<file path="config.mk">
export PLATFORM = sky130hd
export DESIGN_NAME = uart_receiver_flat
export DESIGN_NICKNAME = d
export VERILOG_FILES = /design/src/rtl/uart_receiver_if.sv /design/src/rtl/uart_receiver.sv /design/src/flat_wrapper.sv
export SDC_FILE = /design/constraint.sdc
export NUM_CORES = 1
export LEC_CHECK = 0
export ABC_AREA = 0
export CELL_PAD_IN_SITES_DETAIL_PLACEMENT = 2
export CELL_PAD_IN_SITES_GLOBAL_PLACEMENT = 2
export CORE_ASPECT_RATIO = 1.4
export CORE_MARGIN = 2
export CORE_UTILIZATION = 34
export CTS_CLUSTER_SIZE = 8
export DETAILED_ROUTE_END_ITERATION = 8
export GPL_TIMING_DRIVEN = 1
export PLACE_DENSITY = 0.79
export SETUP_SLACK_MARGIN = 0.4
export SYNTH_ARGS = -nofsm -noshare
export SYNTH_HDL_FRONTEND = slang
export SYNTH_SLANG_ARGS = --single-unit
</file>
<file path="constraint.sdc">
create_clock -name clk -period 1.88 [get_ports clk]
set_input_delay 0.282 -clock clk [delete_from_list [all_inputs] [get_ports clk]]
set_output_delay 0.282 -clock clk [all_outputs]
set_load 0.005 [all_outputs]
</file>
<file path="src/rtl/uart_receiver_if.sv">
// uart_receiver_if: serial line and received-byte handshake bundle for uart_receiver
// master: drives uart_rx/data_taken, reads have_new_data/new_data/framing_error/overrun_error
// slave:  the receiver side (directions reversed)
interface uart_receiver_if;
  logic uart_rx;
  logic data_taken;
  logic have_new_data;
  logic [7:0] new_data;
  logic framing_error;
  logic overrun_error;
  modport master(output uart_rx, data_taken, input have_new_data, new_data, framing_error, overrun_error);
  modport slave(input uart_rx, data_taken, output have_new_data, new_data, framing_error, overrun_error);
endinterface

</file>
<file path="src/rtl/uart_receiver.sv">
// uart_receiver: 8N1 UART receiver with mid-bit sampling, one-entry holding register and error pulses
// clk, rst (sync, active-high); bus (slave): uart_rx, data_taken in;
// have_new_data, new_data[7:0], framing_error, overrun_error out
module uart_receiver #(
  parameter int BAUD_RATE = 115200,
  parameter int CLOCK_RATE = 25_000_000
) (
  input logic clk,
  input logic rst,
  uart_receiver_if.slave bus
);
  localparam int DIV = CLOCK_RATE / BAUD_RATE;
  localparam int HALF = DIV / 2;
  localparam int CW = $clog2(DIV);
  localparam logic [CW-1:0] HALF_END = CW'(HALF - 1);
  localparam logic [CW-1:0] BIT_END = CW'(DIV - 1);
  localparam logic [2:0] WAIT_IDLE = 3'd0;
  localparam logic [2:0] IDLE = 3'd1;
  localparam logic [2:0] START = 3'd2;
  localparam logic [2:0] DATA = 3'd3;
  localparam logic [2:0] STOP = 3'd4;
  logic [2:0] state;
  logic [CW-1:0] cnt;
  logic [2:0] bit_idx;
  logic [7:0] shift;
  logic [1:0] sync;
  logic rxs;
  assign rxs = sync[1];
  always_ff @(posedge clk) begin
    if (rst) begin
      sync <= 2'b11;
      state <= WAIT_IDLE;
      cnt <= '0;
      bit_idx <= '0;
      shift <= '0;
      bus.have_new_data <= 1'b0;
      bus.new_data <= '0;
      bus.framing_error <= 1'b0;
      bus.overrun_error <= 1'b0;
    end else begin
      sync <= {sync[0], bus.uart_rx};
      bus.framing_error <= 1'b0;
      bus.overrun_error <= 1'b0;
      cnt <= cnt + 1'b1;
      if (bus.data_taken) bus.have_new_data <= 1'b0;
      case (state)
        WAIT_IDLE: if (rxs) begin
          state <= IDLE;
          cnt <= '0;
        end
        IDLE: if (!rxs) begin
          state <= START;
          cnt <= '0;
        end
        START: if (cnt == HALF_END) begin
          state <= rxs ? IDLE : DATA;
          cnt <= '0;
          bit_idx <= '0;
        end
        DATA: if (cnt == BIT_END) begin
          shift <= {rxs, shift[7:1]};
          bit_idx <= bit_idx + 1'b1;
          cnt <= '0;
          if (bit_idx == 3'd7) state <= STOP;
        end
        STOP: if (cnt == BIT_END) begin
          state <= rxs ? IDLE : WAIT_IDLE;
          cnt <= '0;
          bus.framing_error <= !rxs;
          // a pop in the same cycle frees the register for the incoming byte
          if (rxs && (!bus.have_new_data || bus.data_taken)) begin
            bus.new_data <= shift;
            bus.have_new_data <= 1'b1;
          end
          bus.overrun_error <= rxs && bus.have_new_data && !bus.data_taken;
        end
        default: begin
          state <= WAIT_IDLE;
          cnt <= '0;
        end
      endcase
    end
  end
endmodule
</file>
<file path="src/flat_wrapper.sv">
// flat-port wrapper written by rule: the top's interface ports become plain ports
module uart_receiver_flat 
#(
  parameter int BAUD_RATE = 115200,
  parameter int CLOCK_RATE = 25_000_000
)
  (clk, rst, bus_uart_rx, bus_data_taken, bus_have_new_data, bus_new_data, bus_framing_error, bus_overrun_error);
  uart_receiver_if bus_i ();
  input logic clk;
  input logic rst;
  input wire logic [$bits(bus_i.uart_rx)-1:0] bus_uart_rx;
  input wire logic [$bits(bus_i.data_taken)-1:0] bus_data_taken;
  output wire logic [$bits(bus_i.have_new_data)-1:0] bus_have_new_data;
  output wire logic [$bits(bus_i.new_data)-1:0] bus_new_data;
  output wire logic [$bits(bus_i.framing_error)-1:0] bus_framing_error;
  output wire logic [$bits(bus_i.overrun_error)-1:0] bus_overrun_error;
  assign bus_i.uart_rx = bus_uart_rx;
  assign bus_i.data_taken = bus_data_taken;
  assign bus_have_new_data = bus_i.have_new_data;
  assign bus_new_data = bus_i.new_data;
  assign bus_framing_error = bus_i.framing_error;
  assign bus_overrun_error = bus_i.overrun_error;
  uart_receiver #(.BAUD_RATE(BAUD_RATE), .CLOCK_RATE(CLOCK_RATE)) u_core (.clk(clk), .rst(rst), .bus(bus_i));
endmodule
</file>
# Yosys cells after proc, flatten, opt, wreduce, memory -nomap -nowiden
# Cells that the tools add are included.
dict set report word_totals {
  regBits 35
  input_bits 4
}
dict set report op_classes {
  n_addsub 2
  eq_ne 13
  n_mux 21
  n_bitwise 2
  reduce_logical 15
}
# op n
set op_table {}
lappend op_table {{$mux 8} 4}
lappend op_table {{$pmux 8 s4} 1}
lappend op_table {{$mux 3} 8}
lappend op_table {{$pmux 3 s5} 1}
lappend op_table {{$ne 2x1->1 const B} 5}
lappend op_table {{$add 8x1->8 const B} 1}
lappend op_table {{$eq 8x7->1 const B} 1}
lappend op_table {{$eq 8x8->1 const B} 1}
lappend op_table {{$eq 3x2->1 const B} 2}
lappend op_table {{$eq 3x3->1 const B} 2}
lappend op_table {{$pmux 3 s2} 1}
lappend op_table {{$reduce_and 3->1} 2}
lappend op_table {{$reduce_and 6->1} 1}
lappend op_table {{$mux 1} 5}
lappend op_table {{$add 3x1->3 const B} 1}
lappend op_table {{$eq 3x1->1 const B} 1}
lappend op_table {{$logic_and 1x1->1} 3}
lappend op_table {{$logic_not 1->1} 3}
lappend op_table {{$logic_not 3->1} 1}
lappend op_table {{$reduce_or 3->1} 1}
lappend op_table {{$mux 2} 1}
lappend op_table {{$ne 2x2->1 const B} 1}
lappend op_table {{$not 1->1} 2}
lappend op_table {{$reduce_and 2->1} 1}
lappend op_table {{other kinds (3)} 3}

# Longest topological paths before layout
dict set report depth {
  depth_word 6
  ltp_mapped 9
}

# Worst setup path after synthesis
# No wires, ideal clock.
dict set report synth_timing {
  kind {reg-to-reg}
  startpoint {reg u_core.cnt[0]}
  endpoint {reg u_core.bit_idx[1]}
  arrival_time_ns 1.567
  t_required_ns 1.752
  path_slack_ns 0.185
  path_stages_with_launch 10
  n_path_buf 2
  period_less_slack_ns 1.695
  path_cell_list {dfxtp_1 > inv_1 > ha_1 > and3b_1 > and2_4 > and3_1 > buf_2 > buf_4 > a22oi_1 > nor2_1}
}
dict set report synth_between {
  elab_chain_cells 3
  word_cells_on_any_way 5
  classes_between {eq/ne (4); reduce/logical (1)}
}
# element line_no
set synth_lines {}
lappend synth_lines {{start: declaration} uart_receiver.sv:23} ;# logic [CW-1:0] cnt;
lappend synth_lines {{start signal: assignment} uart_receiver.sv:44} ;# cnt <= cnt + 1'b1;
lappend synth_lines {{$eq 8x8->1 / $eq 8x7->1 (equally long branches)} {uart_receiver.sv:60, uart_receiver.sv:55}}
lappend synth_lines {{$ne 2x1->1 (no source line)} n/a}
lappend synth_lines {{$reduce_and 3->1 (no source line) (*)} n/a}
lappend synth_lines {{end signal: assignment} uart_receiver.sv:62} ;# bit_idx <= bit_idx + 1'b1;
lappend synth_lines {{end: declaration} uart_receiver.sv:24} ;# logic [2:0] bit_idx;
# Every way passes the cells marked *; elsewhere a longest branch is shown, timed or not.
# A chain may end at the register's enable or synchronous reset.

# Worst setup path after layout
dict set report layout_timing {
  startpoint {reg u_core.cnt[1]}
  endpoint {reg u_core.state[0]}
}
dict set report layout_between {
  elab_chain_cells 3
  word_cells_on_any_way 6
  classes_between {eq/ne (5); reduce/logical (1)}
}
# element line_no
set layout_lines {}
lappend layout_lines {{$eq 8x8->1 / $eq 8x7->1 (equally long branches)} {uart_receiver.sv:60, uart_receiver.sv:66, uart_receiver.sv:55}}
lappend layout_lines {{$ne 2x1->1 (no source line)} n/a}
lappend layout_lines {{$reduce_and 6->1 (no source line) (*)} n/a}
lappend layout_lines {{end signal: assignment} uart_receiver.sv:56} ;# state <= rxs ? IDLE : DATA;
lappend layout_lines {{end signal: assignment} uart_receiver.sv:67} ;# state <= rxs ? IDLE : WAIT_IDLE;
lappend layout_lines {{end: declaration} uart_receiver.sv:22} ;# logic [2:0] state;
# Marked as above.

==> metrics <==
status completed; setup tns final 0 ns; CP required 2.10 ns; cell internal pwr 1.257 mW; CP Capture Point u_core.state[0]; initial core utilization 34.66%; Ys Warns 0; cell with the most instances after synthesis nor2_1; largest net degree at the start of global routing 28; relative slew slack 76.86%; vias in the first global route 1240; power density over the cells 917.5 nW/µm²; CTS clk-pin slew, worst paths 0.07 ns; first-pass GRT wire length 6.147 mm; sequential fraction of the synthesis area 48.48%; sw power 558.6 µW; Worst Setup Path Type reg2reg; initial antenna violation count 0; ys async rst share 0%; ys flop type dfxtp_1; Die Height 81.14 µm; n_diodes 0; reg2reg start u_core.cnt[1]; worst-path fanout max 3; # clock sinks 35; TritonCTS clock tree yes; DIE WIDTH 59.10 µm; DR vias/cell 5.119; drt wl/cell 17.69 µm; Seq cells post-synth 35; GR Util All Layers 17.50%; # rows 28; I/O Pins 15; part of the power in combinational logic 23.3%; CTS H-tree lvls 2; Sw Share 30.76%; final-report hold violation count 0; DRT Pass-1 Iters 4; FMAX 555.2 MHz; capture point of the worst reg-to-reg path u_core.state[0]; clk buf depth 2; setup violators final 0; RSZ-0062 raised after global routing yes; DRC Markers 0; DP Wirelength 2.417 mm; Worst path max stage delay 0.52 ns; hold slack 0.4139 ns; Final ANT Viol Nets 0; port bufs 14; count of different cell masters after synthesis 33; Setup Skew 0.002719 ns; main area contributors after synthesis dfxtp_1 48%, mux2i_1 12%, nor2_1 9.4%, ha_1 3.5%, xor2_1 3.0%; CP endpoint kind register; final WL 3.998 mm; layout cells sized above 1 31.49%; CORE AREA 4169 µm²; Worst path depth 7; measured slew at the worst slew-check pin 0.3467 ns; R2R depth 7; final worst-path cycle share 95.80%; WP data arrival 2.02 ns; Worst Path Buf+Inv 1; Leakage 0.6907 nW; root buffer cell clkbuf_8; clock share of power 29.5%; R2R Setup Slk 0.08 ns; crit path launch type register; commonest cells in the netlist 36 x nor2_1, 35 x dfxtp_1, 17 x mux2i_1; top-area cell type share of the netlist area 48.48%; Synth Instances 151; delay-heaviest family, CP simple AND/OR/NAND/NOR gates; sequential power share 47.3%; VDD IR-drop max 0.0005411 V; Area Overhead vs Synth 36.97%; Critical Path, Cell by Cell inv_2 -> ha_4 -> and3b_2 -> nand3_2 -> and3_4 -> or4b_4 -> a21oi_2; hold path startpoint u_core.sync[0]; Mapped Avg Cell Area 9.570 µm²; Final Max Tran Viols 0; Tmin final 1.801 ns; total global routing overflow 0; routed vias 1157; worst-skew pair later-pin latency 0.29 ns; Post-synth EDFFs 0; Max-Cap Viols 0; NumNets Final 188; Mapped Nets 159; number of CTS-inserted buffers 5; slowest cell on the critical path or4b_4; Starting DRT DRC Count 34; HP Class reg2reg; RePlAce Congestion 0.7749; crit path from u_core.cnt[1]; Yosys top cell by area dfxtp_1; mapped cell area 1445 µm²; die footprint 4795 µm²
## cells in the final DEF (no fill, tap or decap), types with 3 or more instances in the layout
cell type        instances
xor2_1                   5
nor2_2                   4
buf_4                   11
nand2_1                  4
dfxtp_1                 31
nand3_1                  4
clkdlybuf4s50_1         14
nor2_1                  31
clkbuf_8                 5
or2_2                    3
inv_1                    3
mux2i_1                 14
## state kept, by name (all words and copies together), names as in the netlist
register and cells:
u_core.cnt 8, u_core.bit_idx 3, u_core.bus.new_data 8, u_core.state 3, u_core.bus.have_new_data 1, u_core.bus.overrun_error 1
u_core.shift 8, u_core.bus.framing_error 1, u_core.sync 2
## worst reg2reg max path, cell delays in order (launching register included)
cell	delay (ns)
dfxtp_4	0.36
inv_2	0.07
ha_4	0.12
and3b_2	0.24
nand3_2	0.12
and3_4	0.20
or4b_4	0.52
a21oi_2	0.12
## how the worst min path moves through the flow
stage,to,slack [ns],depth (start not counted)
2_1_floorplan,u_core.sync[0],0.39,1
3_3_place_gp,u_core.sync[1],0.40,1
3_5_place_dp,u_core.sync[1],0.40,1
4_1_cts,u_core.sync[1],0.42,1
5_1_grt,u_core.sync[1],0.43,1
6_report,u_core.sync[1],0.41,1
## metrics by stage
| step | area, µm² | instances | util (%) | power, mW | setup slack (ns) |
|---|---|---|---|---|---|
| finish | 1979 | 226 | 47.48 | 1.816 | 0.07897 |
| global route | 1979 | 226 | 47.48 | 1.915 | 0.05546 |
| CTS | 1886 | 224 | 45.23 | 1.737 | 0.1423 |
| detailed placement | 1692 | 209 | 40.58 | 1.109 | 0.1518 |
| global placement | 1692 | 209 | 40.58 | 1.087 | 0.2221 |
| floorplan | 1480 | 151 | - | 1.027 | 0.2797 |
## power by group through the flow
| stage | Combinational, mW | Clock (mW) | Sequential, mW |
|---|---|---|---|
| floorplan | 0.199 | 0 | 0.828 |
| global placement | 0.240 | 0 | 0.846 |
| detailed placement | 0.260 | 0 | 0.849 |
| CTS | 0.333 | 0.559 | 0.845 |
| global route | 0.467 | 0.583 | 0.866 |
| finish | 0.422 | 0.536 | 0.858 |
## cell families after synthesis
family / share of synthesized area, %
xor+xnor: 4.243
mux: 11.77
simple gates: 22.08
compound gates: 6.148
flops: 48.48
buf+inv: 3.809
fa+ha+maj: 3.463
## what timing repair did
item	in CTS	in global routing
setup endpoints to repair	29	30
hold buffers	0	0
cloned	0	1
setup buffers	7	1
resized for setup	14	18
pin swaps	6	12
## layer usage
layer	global-route usage (%)	up-vias	wire length (µm)	share of wire (%)
li1	-	566	-	-
met1	19.29	564	1585	40
met2	31.89	16	2176	54
met3	3.344	11	95	2.4
met4	7.500	0	140	3.5
met5	0	-	0	0
## final cells by class
| cell class | instances | area (µm²) |
|---|---|---|
| fill | 441 | 2190 |
| multi-input combinational | 104 | 815.8 |
| sequential | 35 | 710.7 |
| timing repair buffer | 29 | 290.3 |
| clock buffer | 6 | 72.57 |
| tap | 45 | 56.30 |
| inverter | 5 | 21.27 |
| clock inverter | 2 | 12.51 |
Note: power is estimated with default switching activity, not from simulation.
